==> src/rtl/mem_lsu_if.sv <==
// CPU request/response and word-memory bus of the load/store unit.
// The master side is the CPU plus memory; the slave side is mem_lsu.
interface mem_lsu_if #(
    parameter int W = 32
);
    logic         req_valid;
    logic         req_ready;
    logic         req_we;
    logic [1:0]   req_size;
    logic         req_signed;
    logic [W-1:0] req_addr;
    logic [W-1:0] req_wdata;

    logic         resp_valid;
    logic [W-1:0] resp_rdata;
    logic         resp_err;

    logic         mem_read_en;
    logic [W-1:0] mem_read_addr;
    logic [W-1:0] mem_read_data;
    logic         mem_write_en;
    logic [W-1:0] mem_write_addr;
    logic [W-1:0] mem_write_data;

    modport master (
        output req_valid, req_we, req_size, req_signed, req_addr, req_wdata,
        input  req_ready,
        input  resp_valid, resp_rdata, resp_err,
        input  mem_read_en, mem_read_addr,
        output mem_read_data,
        input  mem_write_en, mem_write_addr, mem_write_data
    );

    modport slave (
        input  req_valid, req_we, req_size, req_signed, req_addr, req_wdata,
        output req_ready,
        output resp_valid, resp_rdata, resp_err,
        output mem_read_en, mem_read_addr,
        input  mem_read_data,
        output mem_write_en, mem_write_addr, mem_write_data
    );
endinterface

==> src/rtl/mem_lsu.sv <==
// Single-outstanding load/store unit with byte/half/word access and read-modify-write
// sub-word stores. Define LSU_MISALIGN_TRAP_EN to trap misaligned accesses with resp_err.
module mem_lsu #(
    parameter int W = 32
) (
    input  logic      clk,
    input  logic      rst,
    mem_lsu_if.slave  bus
);

    localparam logic [2:0] S_IDLE   = 3'd0;
    localparam logic [2:0] S_LOAD   = 3'd1;
    localparam logic [2:0] S_RMW_RD = 3'd2;
    localparam logic [2:0] S_WRITE  = 3'd3;
    localparam logic [2:0] S_RESP   = 3'd4;

    localparam logic [1:0] SZ_BYTE = 2'b00;
    localparam logic [1:0] SZ_HALF = 2'b01;

    logic [2:0]   state_q, state_d;
    logic [W-1:0] addr_q, addr_d;
    logic [W-1:0] wdata_q, wdata_d;
    logic [1:0]   size_q, size_d;
    logic         sgn_q, sgn_d;
    logic         we_q, we_d;
    logic [W-1:0] rdata_q, rdata_d;
    logic         err_q, err_d;

    logic         accept;
    logic         misaligned;
    logic         rd_en;
    logic         wr_en;
    logic [W-1:0] word_addr;
    logic [7:0]   lane_b;
    logic [15:0]  lane_h;
    logic [W-1:0] load_ext;
    logic [W-1:0] merged;

    assign accept = bus.req_valid && (state_q == S_IDLE);

`ifdef LSU_MISALIGN_TRAP_EN
    always_comb begin
        misaligned = 1'b0;
        case (bus.req_size)
            SZ_BYTE: misaligned = 1'b0;
            SZ_HALF: misaligned = bus.req_addr[0];
            default: misaligned = (bus.req_addr[1:0] != 2'b00);
        endcase
    end
`else
    // Low address bits are simply dropped: half uses addr[1], word is aligned down.
    assign misaligned = 1'b0;
`endif

    assign rd_en     = (state_q == S_LOAD) || (state_q == S_RMW_RD);
    assign wr_en     = (state_q == S_WRITE);
    assign word_addr = {addr_q[W-1:2], 2'b00};

    // Little-endian lane pick out of the fetched word.
    assign lane_b = bus.mem_read_data[{addr_q[1:0], 3'b000} +: 8];
    assign lane_h = bus.mem_read_data[{addr_q[1], 4'b0000} +: 16];

    always_comb begin
        load_ext = bus.mem_read_data;
        case (size_q)
            SZ_BYTE: load_ext = sgn_q ? {{(W-8){lane_b[7]}}, lane_b}
                                      : {{(W-8){1'b0}}, lane_b};
            SZ_HALF: load_ext = sgn_q ? {{(W-16){lane_h[15]}}, lane_h}
                                      : {{(W-16){1'b0}}, lane_h};
            default: load_ext = bus.mem_read_data;
        endcase
    end

    always_comb begin
        merged = bus.mem_read_data;
        case (size_q)
            SZ_BYTE: merged[{addr_q[1:0], 3'b000} +: 8] = wdata_q[7:0];
            SZ_HALF: merged[{addr_q[1], 4'b0000} +: 16] = wdata_q[15:0];
            default: merged = wdata_q;
        endcase
    end

    always_comb begin
        state_d = state_q;
        addr_d  = addr_q;
        wdata_d = wdata_q;
        size_d  = size_q;
        sgn_d   = sgn_q;
        we_d    = we_q;
        rdata_d = rdata_q;
        err_d   = err_q;
        case (state_q)
            S_IDLE: begin
                if (accept) begin
                    addr_d  = bus.req_addr;
                    wdata_d = bus.req_wdata;
                    size_d  = bus.req_size;
                    sgn_d   = bus.req_signed;
                    we_d    = bus.req_we;
                    rdata_d = '0;
                    err_d   = misaligned;
                    if (misaligned)
                        state_d = S_RESP;
                    else if (!bus.req_we)
                        state_d = S_LOAD;
                    else if (bus.req_size[1])
                        state_d = S_WRITE;
                    else
                        state_d = S_RMW_RD;
                end
            end
            S_LOAD: begin
                rdata_d = load_ext;
                state_d = S_RESP;
            end
            S_RMW_RD: begin
                // The merged word replaces the raw store data for the WRITE cycle.
                wdata_d = merged;
                state_d = S_WRITE;
            end
            S_WRITE:  state_d = S_RESP;
            S_RESP:   state_d = S_IDLE;
            default:  state_d = S_IDLE;
        endcase
    end

    always_ff @(posedge clk) begin
        if (rst) begin
            state_q <= S_IDLE;
            addr_q  <= '0;
            wdata_q <= '0;
            size_q  <= 2'b00;
            sgn_q   <= 1'b0;
            we_q    <= 1'b0;
            rdata_q <= '0;
            err_q   <= 1'b0;
        end else begin
            state_q <= state_d;
            addr_q  <= addr_d;
            wdata_q <= wdata_d;
            size_q  <= size_d;
            sgn_q   <= sgn_d;
            we_q    <= we_d;
            rdata_q <= rdata_d;
            err_q   <= err_d;
        end
    end

    assign bus.req_ready      = (state_q == S_IDLE);
    assign bus.resp_valid     = (state_q == S_RESP);
    assign bus.resp_rdata     = rdata_q;
    assign bus.resp_err       = err_q;

    assign bus.mem_read_en    = rd_en;
    assign bus.mem_read_addr  = rd_en ? word_addr : '0;
    assign bus.mem_write_en   = wr_en;
    assign bus.mem_write_addr = wr_en ? word_addr : '0;
    assign bus.mem_write_data = wr_en ? wdata_q : '0;

    a_rw_excl: assert property (@(posedge clk) !(rd_en && wr_en));
    a_store_only_write: assert property (@(posedge clk) disable iff (rst) wr_en |-> we_q);

endmodule

==> src/flat_wrapper.sv <==
// flat-port wrapper written by rule: the top's interface ports become plain ports
module mem_lsu_flat 
#(
    parameter int W = 32
)
  (clk, rst, bus_req_valid, bus_req_we, bus_req_size, bus_req_signed, bus_req_addr, bus_req_wdata, bus_req_ready, bus_resp_valid, bus_resp_rdata, bus_resp_err, bus_mem_read_en, bus_mem_read_addr, bus_mem_read_data, bus_mem_write_en, bus_mem_write_addr, bus_mem_write_data);
  mem_lsu_if #(.W(W)) bus_i ();
  input  logic clk;
  input  logic rst;
  input wire logic [$bits(bus_i.req_valid)-1:0] bus_req_valid;
  input wire logic [$bits(bus_i.req_we)-1:0] bus_req_we;
  input wire logic [$bits(bus_i.req_size)-1:0] bus_req_size;
  input wire logic [$bits(bus_i.req_signed)-1:0] bus_req_signed;
  input wire logic [$bits(bus_i.req_addr)-1:0] bus_req_addr;
  input wire logic [$bits(bus_i.req_wdata)-1:0] bus_req_wdata;
  output wire logic [$bits(bus_i.req_ready)-1:0] bus_req_ready;
  output wire logic [$bits(bus_i.resp_valid)-1:0] bus_resp_valid;
  output wire logic [$bits(bus_i.resp_rdata)-1:0] bus_resp_rdata;
  output wire logic [$bits(bus_i.resp_err)-1:0] bus_resp_err;
  output wire logic [$bits(bus_i.mem_read_en)-1:0] bus_mem_read_en;
  output wire logic [$bits(bus_i.mem_read_addr)-1:0] bus_mem_read_addr;
  input wire logic [$bits(bus_i.mem_read_data)-1:0] bus_mem_read_data;
  output wire logic [$bits(bus_i.mem_write_en)-1:0] bus_mem_write_en;
  output wire logic [$bits(bus_i.mem_write_addr)-1:0] bus_mem_write_addr;
  output wire logic [$bits(bus_i.mem_write_data)-1:0] bus_mem_write_data;
  assign bus_i.req_valid = bus_req_valid;
  assign bus_i.req_we = bus_req_we;
  assign bus_i.req_size = bus_req_size;
  assign bus_i.req_signed = bus_req_signed;
  assign bus_i.req_addr = bus_req_addr;
  assign bus_i.req_wdata = bus_req_wdata;
  assign bus_req_ready = bus_i.req_ready;
  assign bus_resp_valid = bus_i.resp_valid;
  assign bus_resp_rdata = bus_i.resp_rdata;
  assign bus_resp_err = bus_i.resp_err;
  assign bus_mem_read_en = bus_i.mem_read_en;
  assign bus_mem_read_addr = bus_i.mem_read_addr;
  assign bus_i.mem_read_data = bus_mem_read_data;
  assign bus_mem_write_en = bus_i.mem_write_en;
  assign bus_mem_write_addr = bus_i.mem_write_addr;
  assign bus_mem_write_data = bus_i.mem_write_data;
  mem_lsu #(.W(W)) u_core (.clk(clk), .rst(rst), .bus(bus_i));
endmodule
==> config.mk <==
export PLATFORM = sky130hd
export DESIGN_NAME = mem_lsu_flat
export DESIGN_NICKNAME = d
export VERILOG_FILES = /design/src/rtl/mem_lsu_if.sv /design/src/rtl/mem_lsu.sv /design/src/flat_wrapper.sv
export SDC_FILE = /design/constraint.sdc
export NUM_CORES = 1
export LEC_CHECK = 0
export CORE_MARGIN = 10
export CORE_UTILIZATION = 47
export CTS_CLUSTER_DIAMETER = 50
export DETAILED_ROUTE_END_ITERATION = 8
export HOLD_SLACK_MARGIN = 0.15
export PLACE_DENSITY_LB_ADDON = 0.2
export SLEW_MARGIN = 20
export SYNTH_ARGS = -nofsm -noshare
export SYNTH_HDL_FRONTEND = slang
export SYNTH_SLANG_ARGS = --single-unit
==> constraint.sdc <==
create_clock -name clk -period 6.5 [get_ports clk]
set_input_delay 0.65 -clock clk [delete_from_list [all_inputs] [get_ports clk]]
set_output_delay 0.65 -clock clk [all_outputs]
set_load 0.02 [all_outputs]
* After elaboration in Yosys (flattened, before gate mapping)
Index checks and enable logic that the tools add are counted.
** Operators by class
- Eq/ne operators :: 7
- Mux-type cells :: 17
- Shift operators :: 6
- Add/subtract/negate cells :: 2
- Reductions and logical operators :: 10
** Operator list (count)
- $pmux W32 S2 :: 4
- $mux W32 :: 7
- $bwmux W32 :: 2
- $shift A16 B7 Y32 const A :: 1
- $shift A8 B7 Y32 const A :: 1
- $shiftx A16 B7 Y32 :: 1
- $shiftx A32 B6 Y16 :: 1
- $shiftx A32 B6 Y8 :: 1
- $shiftx A8 B7 Y32 :: 1
- $neg A5 Y7 :: 2
- $pmux W3 S3 :: 1
- $eq A3 B2 Y1 const B :: 2
- $mux W3 :: 2
- $reduce_and A2 Y1 :: 2
- $reduce_bool A2 Y1 :: 2
- $eq A3 B1 Y1 const B :: 1
- $eq A3 B3 Y1 const B :: 1
- $logic_not A3 Y1 :: 1
- $ne A3 B3 Y1 const B :: 1
- $reduce_and A3 Y1 :: 1
- $eq A2 B1 Y1 const B :: 1
- $logic_not A2 Y1 :: 1
- $ne A2 B1 Y1 const B :: 1
- $reduce_or A2 Y1 :: 1
- 3 further kinds :: 3
** Storage, ports and cells
- Logic and storage cells :: 48
- Bits in registers :: 102
- Output and inout bits :: 133

* Depth between registers and ports, before layout
- Depth in word-level cells :: 5
- Mapped depth :: 8
- Depth with buffers taken out :: 6

* Worst setup path before layout
Ideal clock, no wire load.
- Kind :: reg2out
- From :: register u_core.state_q[1]
- To :: output bus_mem_write_addr[22]
- Cell stages (with the launch flop) :: 6
- Arrival :: 1543 ps
- Setup slack :: 4307 ps
- Path buffers :: 2
- Cell sequence :: dfxtp_1 buf_4 inv_2 nor2_1 clkbuf_1 and2_1
** Between the ends
- Cells in the longest elaborated chain, start to end :: 2
** RTL lines
- start, declared :: line mem_lsu.sv:20 : logic [2:0] state_q, state_d;
- start signal, assigned :: line mem_lsu.sv:138 : state_q <= state_d;
- $eq A3 B2 Y1 :: line mem_lsu.sv:56 : assign wr_en = (state_q == S_WRITE);
- net bus_mem_write_en :: line flat_wrapper.sv:23 : output wire logic [$bits(bus_i.mem_write_en)-1:0] bus_mem_write_en;
- $mux W32 :: line mem_lsu.sv:157 : assign bus.mem_write_addr = wr_en ? word_addr : '0;
- end, declared :: line flat_wrapper.sv:24 : output wire logic [$bits(bus_i.mem_write_addr)-1:0] bus_mem_write_addr;
The timed path passes the listed nets, and every way through them passes these cells.

* Worst setup path in the final report
- From :: register u_core.state_q[1]
- To :: output bus_mem_write_addr[30]
** Between the ends
- Cells in the longest elaborated chain, start to end :: 2
** RTL lines (line)
- $eq A3 B2 Y1 :: mem_lsu.sv:56
- $mux W32 :: mem_lsu.sv:157
No other way between the ends.

==> summary.txt <==
Setup path
  – Slowest-stage cell, CP: dfxtp_1
  – Worst Path Arrival: 3.20 ns
  – Crit. End Element: output pin
  – WP buf/inv: 3
  – R2R Path Start: u_core.state_q[1]
  – CP required: 5.85 ns
  – CP Cell Sequence: inv_2, nor2_2, buf_4, and2_1, clkdlybuf4s50_1
  – Worst reg2reg setup slack: 3.45 ns
  – Crit path launch type: flop
  – Slowest Stage Delay on Critical Path: 0.89 ns
  – Worst R2R End: u_core.wdata_q[7]
  – R2r worst-path depth: 5
  – Critical path depth in cells: 5
  – Worst-path fanout max: 48
  – Delay-heaviest family, CP: buffers and inverters
  – Critical path type: flop to output pin

Min path
  – Hold Path Stages: 2
  – Hold Crit Class: flop to flop
  – Hold path endpoint: u_core.bus.resp_rdata[2]
  – Hold Crit Start: u_core.bus.resp_rdata[2]

Clock network
  – Clk pin slew, worst setup/hold paths: 0.07 ns
  – Setup Buffers After CTS: 0
  – Worst-case clock buffer depth: 2
  – Post-CTS sizing: 0
  – Clock tree sinks: 102
  – TritonCTS clock tree: done
  – H-tree levels: 3
  – Worst-Skew Late Latency: 0.34 ns
  – CTS Root Cell: clkbuf_16
  – Hold Buf Count CTS: 0
  – CTS buffer count: 9

Global route
  – Largest net degree at the start of global routing: 53
  – M1 GR Usage: 28.3%
  – Total grt overflow: 0
  – Vias in the first global route: 5,757
  – Gr usage total: 23.9%
  – GR peak layer: met2
  – GRT met2 Usage: 41.4%
  – Global-route wire length before repair: 32,100 um
  – Met3 usage: 6.08%
  – Initial antenna violation count: 0

Finish
  – Nets: 997
  – ANT cells: 0
  – Post-layout util: 70.8%
  – Fillers: 977
  – Area Growth Syn to Fin: 45.4%
  – Layout cells sized above 1: 6.05%

Yosys
  – Yosys warns: 0
  – Seq/Total Area, Yosys: 36.3%
  – Post-synth top cells: 116 x nand2_1, 102 x dfxtp_1, 70 x a21oi_1
  – Register bit total from synthesis: 102
  – Synth top area share: 36.3%
  – Post-synthesis async set-or-reset flop share: 0%
  – Synth top area cells: dfxtp_1 36%, nand2_1 7.7%, and2_1 7.1%
  – Post-synth EDFFs: 0
  – Post-Syn Instances: 697
  – Top FF cell, synth: dfxtp_1
  – Largest area contributor in the netlist: dfxtp_1
  – Top-count cell post-synth: nand2_1
  – Mean area per synthesized cell: 8.08 um^2
  – Synth unique cells: 53
  – Post-Syn Area: 5630 um^2

Timing
  – Fmax: 0.260 GHz
  – Crit path time final: 3.85 ns
  – Slew margin rel.: 30.1%
  – Pins Over Slew Limit: 0
  – Setup_tns: 0 ns
  – Final period util: 59.2%
  – Hold Vio Cnt, Final: 0
  – Final setup fails: 0
  – Clk_skew: 0.00474 ns
  – Actual slew at the worst max-slew pin: 1.05 ns
  – RSZ-0062 raised after global routing: no

Floorplan
  – Die Y: 129 um
  – Initial core utilization: 48.7%
  – Die X: 129 um
  – Num rows: 39
  – I/O pins: 236
  – Core area: 11,600 um^2
  – Die area: 16,800 um^2

Placement
  – PortBufs: 230
  – GP Congestion: 0.894
  – Hpwl dp: 16,200 um

Job
  – Max-Cap Viols: 0

Pwr
  – Power Dens Cells: 201 nW/um^2
  – Peak VDD IR: 137 uV
  – Lkg Pwr: 2.84 nW

Drt
  – Vias per Instance: 5.86
  – DRC: 0
  – Wire length per cell: 20.7 um
  – DRT Pass-1 Iters: 6
  – Routed Antenna Nets: 0
  – Initial DRC Count: 647
  – Final WL: 21,400 um
  – Routed vias: 6,075

Run status
  – Run status: finished clean
==> worst register-to-register path, delay by kind of cell (launching register included) <==
kind	cells	cell delay [ns]
flops	1	0.89
compound gates	3	1.14
buf+inv	1	0.32
simple gates	1	0.54
==> per-layer routing <==
| layer | part of all wire (%) | routed length (um) | vias to the layer above |
|---|---|---|---|
| met1 | 38 | 8090 | 2857 |
| met4 | 2.2 | 469 | 0 |
| met5 | 0 | 0 | - |
| li1 | - | - | 2844 |
| met2 | 50 | 10700 | 326 |
| met3 | 9.9 | 2130 | 48 |
==> layout by cell type, fill, tap and decap left out, drive strengths merged, types with 2 or more instances in the layout <==
cell,instances
clkdlybuf4s50,229
nand2,116
dfxtp,102
a21oi,74
and2,64
nor2b,34
o21ai,32
nand2b,27
nand3,21
o2bb2ai,17
nor2,15
mux2,14
o221ai,14
a221oi,13
clkbuf,12
a211oi,10
nor3,9
a31oi,9
a41oi,8
buf,8
a32o,7
inv,6
o21a,5
a21o,5
ha,5
conb,5
mux2i,4
a22oi,4
o41ai,4
nor3b,3
nor4,2
or2b,2
clkinvlp,2
==> flip-flops by register name (all words and copies together) (netlist names) <==
register / flops
u_core.bus.resp_rdata: 32
u_core.size_q: 2
u_core.sgn_q: 1
u_core.state_q: 3
u_core.addr_q: 32
u_core.wdata_q: 32
==> how the worst max path moves through the flow <==
stage | start | to | slack [ns]
detailed placement | u_core.state_q[1] | bus_mem_read_addr[12] | 2.94
floorplan | u_core.state_q[1] | bus_mem_write_addr[22] | 4.31
global route | u_core.state_q[1] | bus_mem_write_addr[3] | 2.44
finish | u_core.state_q[1] | bus_mem_write_addr[30] | 2.65
global placement | u_core.state_q[1] | bus_mem_read_addr[2] | 3.16
CTS | u_core.state_q[1] | bus_mem_read_addr[12] | 2.57
==> power by group <==
group          total, mW  internal, mW  switching [mW]
clock network      0.541         0.307           0.234
registers          0.722         0.674          0.0480
logic              0.384         0.168           0.215
==> cell families (layout without fill, tap and decap cells) <==
| group | Yosys count | in the layout | synth area share [%] |
|---|---|---|---|
| AOI/OAI and AO/OA | 208 | 208 | 25.5 |
| DFF | 102 | 102 | 36.3 |
| and+or+nand+nor | 296 | 296 | 27.7 |
| muxes | 19 | 19 | 3.91 |
| other | 1 | 5 | 0.0666 |
| adders and majority gates | 5 | 5 | 1.11 |
| buffers and inverters | 66 | 258 | 5.51 |
==> through the flow <==
stage	power, mW	hold WS [ns]	std cells	setup WS (ns)	instance area (um^2)
6_report	1.65	0.456	1036	2.65	8190
5_1_grt	1.71	0.485	1036	2.44	8190
4_1_cts	1.64	0.457	1036	2.57	8190
3_5_place_dp	1.11	0.446	1021	2.94	7890
3_3_place_gp	1.10	0.444	1021	3.16	7890
2_1_floorplan	0.947	0.432	701	4.31	5650
==> final cells by class <==
cell class	instances	area [um^2]	share of cell area [%]
clock buffers	12	246	3.01
repair buffers	237	2350	28.7
well taps	143	179	2.18
multi-input cells	533	3310	40.4
flip-flops and latches	102	2040	24.9
clock inverters	3	45.0	0.550
inverters	6	22.5	0.275
No activity file was read; power rests on OpenSTA's default activity.
